<file path="src/rtl/lv_lbist_seq.sv">
// Multi-channel LV logic-BIST sequencer: runs REQ_NUM req/ack transactions per channel in turn.
// Optional build macro LV_LBIST_RETRY_EN re-runs a failing channel once before its result is final.
module lv_lbist_seq #(
    parameter int unsigned  CH_NUM    = 2,
    parameter int unsigned  REQ_NUM   = 4,
    parameter int unsigned  OK_NUM    = 3,
    parameter int unsigned  CH_TMO_TH = 96000,
    localparam int unsigned CH_W      = (CH_NUM > 1) ? $clog2(CH_NUM) : 1
) (
    input  logic              i_clk,
    input  logic              i_rst,
    input  logic              i_bist_en,
    output logic [CH_NUM-1:0] o_ch_req,
    input  logic [CH_NUM-1:0] i_ch_ack,
    input  logic [CH_NUM-1:0] i_ch_err,
    output logic [CH_NUM-1:0] o_ch_rult,
    output logic [CH_W-1:0]   o_cur_ch,
    output logic              o_bist_busy,
    output logic              o_lv_bist_done,
    output logic              o_lv_bist_pass
);

    localparam int unsigned RW = $clog2(REQ_NUM + 1);
    localparam int unsigned TW = (CH_TMO_TH > 2) ? $clog2(CH_TMO_TH) : 1;

    localparam logic [RW-1:0]   REQ_MAX = RW'(REQ_NUM);
    localparam logic [RW-1:0]   OK_MIN  = RW'(OK_NUM);
    localparam logic [TW-1:0]   TMO_MAX = TW'(CH_TMO_TH - 1);
    localparam logic [CH_W-1:0] CH_LAST = CH_W'(CH_NUM - 1);

    if (CH_NUM == 0 || REQ_NUM == 0 || OK_NUM == 0 || OK_NUM > REQ_NUM || CH_TMO_TH < 2)
    begin : g_param_err
        $error("lv_lbist_seq: illegal parameter combination");
    end

    typedef enum logic [2:0] {StIdle, StReq, StWait, StEval, StDone} state_e;

    state_e          state_q;
    logic [CH_W-1:0] ch_q;
    logic [RW-1:0]   req_cnt_q;
    logic [RW-1:0]   ok_cnt_q;
    logic [TW-1:0]   tmo_cnt_q;
    logic            tmo_q;
`ifdef LV_LBIST_RETRY_EN
    logic            retry_q;
`endif

    logic              ack_hit;
    logic              ack_ok;
    logic              final_ack;
    logic              tmo_hit;
    logic              ch_pass;
    logic [RW-1:0]     req_cnt_inc;
    logic [RW-1:0]     ok_cnt_inc;
    logic [TW-1:0]     tmo_cnt_inc;
    logic [CH_NUM-1:0] rult_upd;

    always_comb begin
        // Only the channel under test, while its request is raised, may respond.
        ack_hit     = (state_q == StWait) && i_ch_ack[ch_q];
        ack_ok      = ack_hit && !i_ch_err[ch_q];
        req_cnt_inc = (req_cnt_q == REQ_MAX) ? req_cnt_q : req_cnt_q + 1'b1;
        ok_cnt_inc  = (ok_cnt_q == REQ_MAX) ? ok_cnt_q : ok_cnt_q + 1'b1;
        tmo_cnt_inc = (tmo_cnt_q == TMO_MAX) ? tmo_cnt_q : tmo_cnt_q + 1'b1;
        final_ack   = ack_hit && (req_cnt_inc == REQ_MAX);
        tmo_hit     = ((state_q == StReq) || (state_q == StWait)) && (tmo_cnt_q == TMO_MAX);
        ch_pass     = (ok_cnt_q >= OK_MIN) && !tmo_q;
        rult_upd    = o_ch_rult;
        rult_upd[ch_q] = ch_pass;
    end

    assign o_cur_ch = ch_q;

    always_ff @(posedge i_clk) begin
        if (i_rst) begin
            state_q        <= StIdle;
            ch_q           <= '0;
            req_cnt_q      <= '0;
            ok_cnt_q       <= '0;
            tmo_cnt_q      <= '0;
            tmo_q          <= 1'b0;
`ifdef LV_LBIST_RETRY_EN
            retry_q        <= 1'b0;
`endif
            o_ch_req       <= '0;
            o_ch_rult      <= '0;
            o_bist_busy    <= 1'b0;
            o_lv_bist_done <= 1'b0;
            o_lv_bist_pass <= 1'b0;
        end else if ((state_q != StIdle) && !i_bist_en) begin
            // Abort or release: completed channel results are kept.
            state_q        <= StIdle;
            o_ch_req       <= '0;
            o_bist_busy    <= 1'b0;
            o_lv_bist_done <= 1'b0;
            o_lv_bist_pass <= 1'b0;
        end else begin
            unique case (state_q)
                StIdle: begin
                    if (i_bist_en) begin
                        state_q     <= StReq;
                        ch_q        <= '0;
                        req_cnt_q   <= '0;
                        ok_cnt_q    <= '0;
                        tmo_cnt_q   <= '0;
                        tmo_q       <= 1'b0;
`ifdef LV_LBIST_RETRY_EN
                        retry_q     <= 1'b0;
`endif
                        o_ch_rult   <= '0;
                        o_bist_busy <= 1'b1;
                    end
                end
                StReq: begin
                    tmo_cnt_q <= tmo_cnt_inc;
                    if (tmo_hit) begin
                        tmo_q   <= 1'b1;
                        state_q <= StEval;
                    end else begin
                        o_ch_req <= CH_NUM'(1) << ch_q;
                        state_q  <= StWait;
                    end
                end
                StWait: begin
                    tmo_cnt_q <= tmo_cnt_inc;
                    if (ack_hit) begin
                        o_ch_req  <= '0;
                        req_cnt_q <= req_cnt_inc;
                        if (ack_ok) begin
                            ok_cnt_q <= ok_cnt_inc;
                        end
                        // A final ack beats a coincident timeout.
                        if (final_ack) begin
                            state_q <= StEval;
                        end else if (tmo_hit) begin
                            tmo_q   <= 1'b1;
                            state_q <= StEval;
                        end else begin
                            state_q <= StReq;
                        end
                    end else if (tmo_hit) begin
                        o_ch_req <= '0;
                        tmo_q    <= 1'b1;
                        state_q  <= StEval;
                    end
                end
                StEval: begin
`ifdef LV_LBIST_RETRY_EN
                    if (!ch_pass && !retry_q) begin
                        retry_q   <= 1'b1;
                        req_cnt_q <= '0;
                        ok_cnt_q  <= '0;
                        tmo_cnt_q <= '0;
                        tmo_q     <= 1'b0;
                        state_q   <= StReq;
                    end else
`endif
                    begin
                        o_ch_rult <= rult_upd;
`ifdef LV_LBIST_RETRY_EN
                        retry_q   <= 1'b0;
`endif
                        if (ch_q == CH_LAST) begin
                            state_q        <= StDone;
                            o_bist_busy    <= 1'b0;
                            o_lv_bist_done <= 1'b1;
                            o_lv_bist_pass <= &rult_upd;
                        end else begin
                            ch_q      <= ch_q + 1'b1;
                            req_cnt_q <= '0;
                            ok_cnt_q  <= '0;
                            tmo_cnt_q <= '0;
                            tmo_q     <= 1'b0;
                            state_q   <= StReq;
                        end
                    end
                end
                StDone: begin
                end
                default: state_q <= StIdle;
            endcase
        end
    end

endmodule

</file>
<file path="config.mk">
export PLATFORM = sky130hd
export DESIGN_NAME = lv_lbist_seq
export DESIGN_NICKNAME = d
export VERILOG_FILES = /design/src/rtl/lv_lbist_seq.sv
export SDC_FILE = /design/constraint.sdc
export NUM_CORES = 1
export LEC_CHECK = 0
export BUFFER_PORTS_ARGS = -buffer_cell sky130_fd_sc_hd__buf_2
export CAP_MARGIN = 20
export CELL_PAD_IN_SITES_DETAIL_PLACEMENT = 1
export CELL_PAD_IN_SITES_GLOBAL_PLACEMENT = 1
export CORE_UTILIZATION = 45
export CTS_CLUSTER_DIAMETER = 150
export DETAILED_ROUTE_END_ITERATION = 7
export PLACE_DENSITY_LB_ADDON = 0.25
export SETUP_SLACK_MARGIN = 0.15
export SYNTH_ARGS = -nofsm -noshare
export SYNTH_HDL_FRONTEND = slang
export SYNTH_SLANG_ARGS = --single-unit
</file>
<file path="constraint.sdc">
create_clock -name i_clk -period 2.4 [get_ports i_clk]
set_input_delay 0.48 -clock i_clk [delete_from_list [all_inputs] [get_ports i_clk]]
set_output_delay 0.48 -clock i_clk [all_outputs]
set_load 0.05 [all_outputs]
</file>
; After elaboration in Yosys (flattened, before gate mapping)
; Cells that the tools add are included.
[word_totals]
ff_bits = 35
in_bits = 7
output_inout_bits = 8
[op_classes]
add_sub_neg = 4
n_lt_le_gt_ge = 3
n_eq_ne = 18
n_shift = 1
n_mux = 45
bitwise_logic = 2
reduce_logical = 30
[ops]
columns = operator, count
row1 = $mux 17, 3
row2 = $pmux 17 s3, 1
row3 = $mux 3, 11
row4 = $pmux 3 s3, 2
row5 = $add 17x1->17 const B, 1
row6 = $eq 17x17->1 const B, 1
row7 = $ne 2x2->1 const B, 8
row8 = $pmux 3 s5, 1
row9 = $reduce_and 5->1, 3
row10 = $mux 1, 14
row11 = $eq 3x3->1 const B, 4
row12 = $mux 2, 6
row13 = $reduce_and 3->1, 4
row14 = $reduce_bool 3->1, 3
row15 = $pmux 2 s2, 2
row16 = $logic_and 1x1->1, 7
row17 = $reduce_and 7->1, 1
row18 = $add 3x1->3 const B, 2
row19 = $eq 3x2->1 const B, 2
row20 = $ne 3x3->1 const B, 2
row21 = $pmux 1 s2, 2
row22 = $pmux 1 s4, 1
row23 = $reduce_and 2->1, 2
row24 = $reduce_bool 2->1, 2
row25 = other kinds (14), 18

; Longest topological paths before layout
; Gate-level depths: netlist of the first run.
[depth]
depth_word = 7
ltp_mapped = 8

; Worst setup path after synthesis of the first run
; No wires, ideal clock.
[synth_timing]
path_type = reg2reg
start = register ch_q (netlist: o_cur_ch)
end = register ok_cnt_q[0]
setup_ns = 0.128
arrival_time_ns = 1.875
t_required_ns = 2.272
setup_slack_ns = 0.398
stages_incl_launch_ff = 7
n_path_buf = 1
synth_period_minus_slack_ns = 2.002
path_cell_list = dfxtp_1 > buf_2 > mux2_2 > o31a_1 > nor2_1 > mux2i_1 > nor2_1
[synth_between]
elab_chain_cells = 6
[synth_rtl]
columns = item, line
row1 = "start, declared", 39  ; logic [CH_W-1:0] ch_q;
row2 = "start signal, assigned", 169  ; ch_q <= ch_q + 1'b1;
row3 = "$mux 1, on equally long branches (2 in a row)", "60, 61"
row4 = $logic_and 1x1->1 / $logic_not 1->1 (equally long branches), "60, 61"
row5 = $logic_and 1x1->1, 61  ; ack_ok = ack_hit && !i_ch_err[ch_q];
row6 = $ne 2x2->1 (no line), -
row7 = $reduce_and 7->1 (no line) (*), -
row8 = "end signal, assigned", 130  ; ok_cnt_q <= ok_cnt_inc;
row9 = "end, declared", 41  ; logic [RW-1:0] ok_cnt_q;
; Every way passes the cells marked *; elsewhere a longest branch is shown, timed or not. The select of a mux whose other input is x is not followed.
; A chain may end at the register's enable or synchronous reset.

; Final worst setup path of the first run
[layout_timing]
start = register tmo_cnt_q[0]
end = register tmo_cnt_q[15]
[layout_between]
elab_chain_cells = 3
[layout_rtl]
columns = item, line
row1 = "start, declared", 42  ; logic [TW-1:0] tmo_cnt_q;
row2 = "start signal, assigned", 115  ; tmo_cnt_q <= tmo_cnt_inc;
row3 = "start signal, assigned", 125  ; tmo_cnt_q <= tmo_cnt_inc;
row4 = $add 17x1->17 / $eq 17x17->1 (equally long branches), 64  ; tmo_cnt_inc = (tmo_cnt_q == TMO_MAX) ? tmo_cnt_q : tmo_cnt_q + 1'b1;
row5 = $mux 17 / $ne 2x2->1 (equally long branches), -
row6 = $pmux 17 s3 / $reduce_and 5->1 (equally long branches), -
; Parallel ways exist; a longest one is shown, timed or not. The select of a mux whose other input is x is not followed.

==> flow_summary.ini, run 1 <==
[timing]
number_of_endpoints_with_negative_hold_slack_in_the_final_report = 0
timing.hold.ws_ns = 0.468
final.setup.tns_ns = 0
rsz_0062_raised_after_global_routing = false
maxSlewHeadroom = 0.616
final.period_utilization = 0.888
finClkSkew_ns = 0.00551
post-route-min-period_ns = 2.13
finalSetupViolations = 0
worst-slew-pin-transition_ns = 0.560
finalWorstSetupSlack_ns = 0.270
maxClockFrequency_mhz = 469
drv_slew = 0

[power]
worst_ir_drop_vdd_v = 0.000267
pwr-share-clk = 0.351
comb_power_share = 0.144
p_int_mw = 0.856
powerDensity_nw_per_um2 = 538
power.switching_mw = 0.348
p_leak_nw = 0.803
switching_share = 0.289
power_frac_seq = 0.505

[die]
floorplan.initialDensity = 0.471
die_area_um2 = 4830
design.portCount = 15
floorplan.die.height_um = 69.5
standard_cell_rows = 24
die_boundary_width_um = 69.5
fp.coreArea_um2 = 4350

[cts]
cts_hold_buf = 0
numCtsBuffers = 5
cts_setup_buffers = 0
h-tree-depth = 2
cts.reportedPaths.clkPinSlew_ns = 0.07
cts_max_path_buffers = 2
tritoncts = built
cts_resized = 0
clock_tree.root_cell = sky130_fd_sc_hd__clkbuf_8
clk_latency_worst_skew_pair_ns = 0.29
cts_num_sinks = 35

[global_route]
grt_first_pass_wirelength_mm = 8.65
grt_start_max_net_pins = 17
globalRouteOverflowTotal = 0
first_global_vias = 1787
track_usage = 0.228
antenna_found_initial = 0

[yosys]
synth.area.top_cells = sky130_fd_sc_hd__dfxtp_1 (34%), sky130_fd_sc_hd__nor2_1 (6.0%), sky130_fd_sc_hd__a21oi_1 (5.1%)
synthesis.area_um2 = 2050
synth_cells = 249
synthDominantCellAreaShare = 0.342
avgSynthCellArea_um2 = 8.24
synth_top_cell_by_area = sky130_fd_sc_hd__dfxtp_1
post-synth-top-count-cell = sky130_fd_sc_hd__dfxtp_1
syn-num-nets = 262
synth.top_cells.by_count = sky130_fd_sc_hd__dfxtp_1 (35), sky130_fd_sc_hd__nor2_1 (33), sky130_fd_sc_hd__a21oi_1 (21)
count_of_different_cell_masters_after_synthesis = 57
synthFlopType = sky130_fd_sc_hd__dfxtp_1
async_reset_ff_frac = 0
synth_warn = 0
synth_edf_count = 0
postSynthRegisterBits = 35
synth_seq_area_share = 0.342

[worst_setup_path]
reg2reg_setup_slack_ns = 0.27
critPathKind = reg -> reg
cp_data_required_time_ns = 2.63
crit_path_max_fanout = 10
timing.critical_path.from_type = flip-flop
worst-endpoint-arrival_ns = 2.36
type_of_destination_of_the_critical_path = flip-flop

[routing]
total_number_of_vias = 1808
antenna_left = 0
viasPerCell = 5.69
drtPass1Iterations = 4
avgRoutedWirePerCell_um = 16.0
overall_routed_net_length_mm = 5.08
drc_errors = 0
detailedRoute.firstIterationViolations = 82

[final_layout]
num_antenna_cells = 0
stdcell_count = 318
finalNetCount = 278
relative_area_change_from_synthesis_to_final_layout_pct = 9.15
final_layout_size_suffix_gt1_frac = 0.150

[placement]
placement.io_buffers = 14
detailed_place_hpwl_mm = 3.75
dpl.cell_count = 310
globalplace.congestion = 0.809
post-place-ws_ns = 0.293

[flow_run]
maxCapViolCount = 0

[min_path]
hold_path.class = reg -> reg

[outcome]
run_status = complete, no violations
-- worst paths after layout --
path,startpoint,end,cells after the start
max reg2reg,tmo_cnt_q[0],tmo_cnt_q[15],7
min reg2reg,o_lv_bist_done,o_lv_bist_done,2
max,tmo_cnt_q[0],tmo_cnt_q[15],7
min,o_lv_bist_done,o_lv_bist_done,2
-- power groups by stage --
| stage | Sequential, mW | Clock [mW] | Combinational [mW] |
|---|---|---|---|
| after global routing | 0.610 | 0.457 | 0.190 |
| after CTS | 0.608 | 0.435 | 0.174 |
| after global placement | 0.620 | 0 | 0.170 |
| final | 0.608 | 0.422 | 0.174 |
| after detailed placement | 0.621 | 0 | 0.173 |
| after floorplan | 0.634 | 0 | 0.113 |
-- layout make-up --
cell class | count | area (µm²)
multi-input combinational | 192 | 1230
clock inverter | 1 | 5.00
fill | 562 | 2120
sequential | 35 | 701
tap | 52 | 65.1
inverter | 11 | 41.3
timing repair buffer | 20 | 115
clock buffer | 7 | 76.3
-- cells in the final DEF, fill, tap and decap left out, drive strengths merged, types with 2 or more instances in the layout --
cell and instances:
nand4 4, o211ai 5, and3 4, nor3b 4, clkbuf 7, ha 6
and2 4, mux2i 4, nor3 5, dfxtp 35, a21oi 21, mux2 2
or2 3, nor2b 2, nand2 16, or3 4, o31a 2, nor4 3
nor2 34, nand3b 3, xor2 7, buf 20, inv 11, nand2b 5
and4 3, o31ai 2, o21ai 16, or4 5, nand3 11, a22oi 2
-- per-stage QoR --
step	total power, mW	instance area, µm²	utilization
floorplan	0.747	2050	-
global placement	0.790	2160	0.495
detailed placement	0.794	2160	0.495
CTS	1.22	2240	0.514
global route	1.26	2240	0.514
finish	1.20	2240	0.514
-- layer usage --
metal | global-route usage | vias to the layer above | part of all wire
met4 | 0.0748 | 0 | 0.013
met2 | 0.345 | 14 | 0.45
met5 | 0 | - | 0
met3 | 0.0523 | 6 | 0.021
met1 | 0.318 | 862 | 0.52
li1 | - | 926 | -
-- flip-flops by register name, summed over array words and instances, names as in the netlist --
register and count:
o_bist_busy 1, o_ch_req 2, o_ch_rult 2, o_cur_ch 1, o_lv_bist_done 1, o_lv_bist_pass 1
ok_cnt_q 3, req_cnt_q 3, state_q 3, tmo_cnt_q 17, tmo_q 1
-- worst max-delay path, stage by stage, from the launching register on --
cell,delay [ns]
sky130_fd_sc_hd__dfxtp_1,0.35
sky130_fd_sc_hd__ha_1,0.27
sky130_fd_sc_hd__and4_1,0.26
sky130_fd_sc_hd__o211ai_1,0.19
sky130_fd_sc_hd__o21ai_2,0.19
sky130_fd_sc_hd__buf_4,0.21
sky130_fd_sc_hd__or4_1,0.47
sky130_fd_sc_hd__a21oi_1,0.14
-- logic make-up (layout without fill, tap and decap cells) --
logic type | after synthesis | after routing | synth area share
simple gates | 112 | 112 | 0.309
compound gates | 61 | 61 | 0.196
flops | 35 | 35 | 0.342
buf+inv | 22 | 39 | 0.0561
xor+xnor | 7 | 7 | 0.0299
fa+ha+maj | 6 | 6 | 0.0366
mux | 6 | 6 | 0.0305
No activity file was read; power rests on OpenSTA's default activity.
==> run 2, diff against run 1 <==
--- a/config.mk
+++ b/config.mk
@@ -13,6 +13,7 @@
 export CTS_CLUSTER_DIAMETER = 150
 export DETAILED_ROUTE_END_ITERATION = 7
 export PLACE_DENSITY_LB_ADDON = 0.25
+export REMOVE_ABC_BUFFERS = 1
 export SETUP_SLACK_MARGIN = 0.15
 export SYNTH_ARGS = -nofsm -noshare
 export SYNTH_HDL_FRONTEND = slang
==> flow_summary.ini, run 2 (synthesis results as in run 1) <==
[cts]
cts_hold_buf = 0
tritoncts = built
cts_resized = 0
cts_setup_buffers = 0
cts_num_sinks = 35
cts.reportedPaths.clkPinSlew_ns = 0.08
h-tree-depth = 2
numCtsBuffers = 5
clock_tree.root_cell = sky130_fd_sc_hd__clkbuf_8
cts_max_path_buffers = 2
clk_latency_worst_skew_pair_ns = 0.30

[placement]
detailed_place_hpwl_mm = 3.79
post_dp_cell_area_um2 = 2160
post-place-ws_ns = 0.366
dpl.cell_count = 311
globalplace.congestion = 0.777
placement.io_buffers = 14

[routing]
detailedRoute.firstIterationViolations = 51
overall_routed_net_length_mm = 5.38
viasPerCell = 5.82
total_number_of_vias = 1857
antenna_left = 0
avgRoutedWirePerCell_um = 16.8
drtPass1Iterations = 4
drc_errors = 0

[worst_setup_path]
timing.critical_path.from_type = flip-flop
crit_path_max_fanout = 17
cp_data_required_time_ns = 2.62
worstPathCellList = ha_1, and4_1, o211ai_1, o21ai_2, buf_4, or4_1, a21oi_1
worst-endpoint-arrival_ns = 2.34
critPathMaxStageDelay_ns = 0.49
type_of_destination_of_the_critical_path = flip-flop
worst_path_dominant_cell_family = simple AND/OR/NAND/NOR gates
timing.critical_path.slowest_stage_cell = sky130_fd_sc_hd__or4_1
critPathKind = reg -> reg
cp_num_buf_inv = 1

[timing]
worst-slew-pin-transition_ns = 0.627
timing.hold.ws_ns = 0.495
final.period_utilization = 0.884
final.setup.tns_ns = 0
drv_slew = 0
post-route-min-period_ns = 2.12
finClkSkew_ns = 0.0133
maxClockFrequency_mhz = 472
finalWorstSetupSlack_ns = 0.279
finalSetupViolations = 0
rsz_0062_raised_after_global_routing = false
maxSlewHeadroom = 0.570
number_of_endpoints_with_negative_hold_slack_in_the_final_report = 0

[global_route]
first_global_vias = 1822
track_usage = 0.238
globalRouteOverflowTotal = 0
grt_first_pass_wirelength_mm = 9.15
grt_start_max_net_pins = 18
antenna_found_initial = 0

[final_layout]
largest_register_ff_count = 17
relative_area_change_from_synthesis_to_final_layout_pct = 11.3
finalNetCount = 279
multi_input_area_um2 = 1230
filler_cell_count = 542
stdcell_count = 319
sequential_cell_area_um2 = 701
final_core_utilization = 0.524
num_antenna_cells = 0
mostFrequentLayoutCell = sky130_fd_sc_hd__dfxtp_1
final_layout_size_suffix_gt1_frac = 0.161
layout_common_cells = sky130_fd_sc_hd__dfxtp_1 (35), sky130_fd_sc_hd__nor2_1 (33), sky130_fd_sc_hd__a21oi_1 (21)
top_register = tmo_cnt_q
final_cell_area_um2 = 2280

[power]
p_total_mw = 1.36
power_frac_seq = 0.448
p_int_mw = 0.989
worst_ir_drop_vdd_v = 0.000269
p_leak_nw = 0.827
switching_share = 0.271
power.switching_mw = 0.367
comb_power_share = 0.132
pwr-share-clk = 0.420
powerDensity_nw_per_um2 = 594

[die]
design.portCount = 15
floorplan.initialDensity = 0.471
die_area_um2 = 4830
floorplan.die.height_um = 69.5
standard_cell_rows = 24
die_boundary_width_um = 69.5
fp.coreArea_um2 = 4350

[min_path]
hold_path.class = reg -> reg

[flow_run]
maxCapViolCount = 0

[outcome]
run_status = complete, no violations
run 2: worst min-delay path: cells and delay by family, from the launching register on:
kind	cells	cell delay, ns
simple gates	1	0.06
mux	1	0.05
flops	1	0.34
run 2: final timing paths:
kind / from / end / slack (ns) / depth (start not counted)
setup / recovery: tmo_cnt_q[0] / tmo_cnt_q[10] / 0.28 / 7
hold / removal: tmo_cnt_q[11] / tmo_cnt_q[11] / 0.49 / 2
setup reg to reg: tmo_cnt_q[0] / tmo_cnt_q[10] / 0.28 / 7
hold reg to reg: tmo_cnt_q[11] / tmo_cnt_q[11] / 0.49 / 2
run 2: final cells by class:
cell class                 count  share of cell area
multi-input combinational    192               0.541
sequential                    35               0.307
timing repair buffer          21              0.0537
clock buffer                   6              0.0362
tap                           52              0.0285
inverter                      11              0.0181
clock inverter                 2              0.0154
run 2: routing by layer:
layer	routed length, µm	part of all wire	GRT usage	vias up
li1	-	-	-	933
met1	2760	0.51	0.335	902
met2	2450	0.46	0.364	15
met3	101	0.019	0.0494	7
met4	65	0.012	0.0771	0
met5	0	0	0	-
run 2: power groups by stage:
stage          sequential [mW]  combinational, mW  clock, mW
2_1_floorplan            0.641             0.0926          0
3_5_place_dp             0.620              0.176          0
4_1_cts                  0.607              0.178      0.575
3_3_place_gp             0.620              0.175          0
5_1_grt                  0.609              0.195      0.591
6_report                 0.607              0.179      0.570
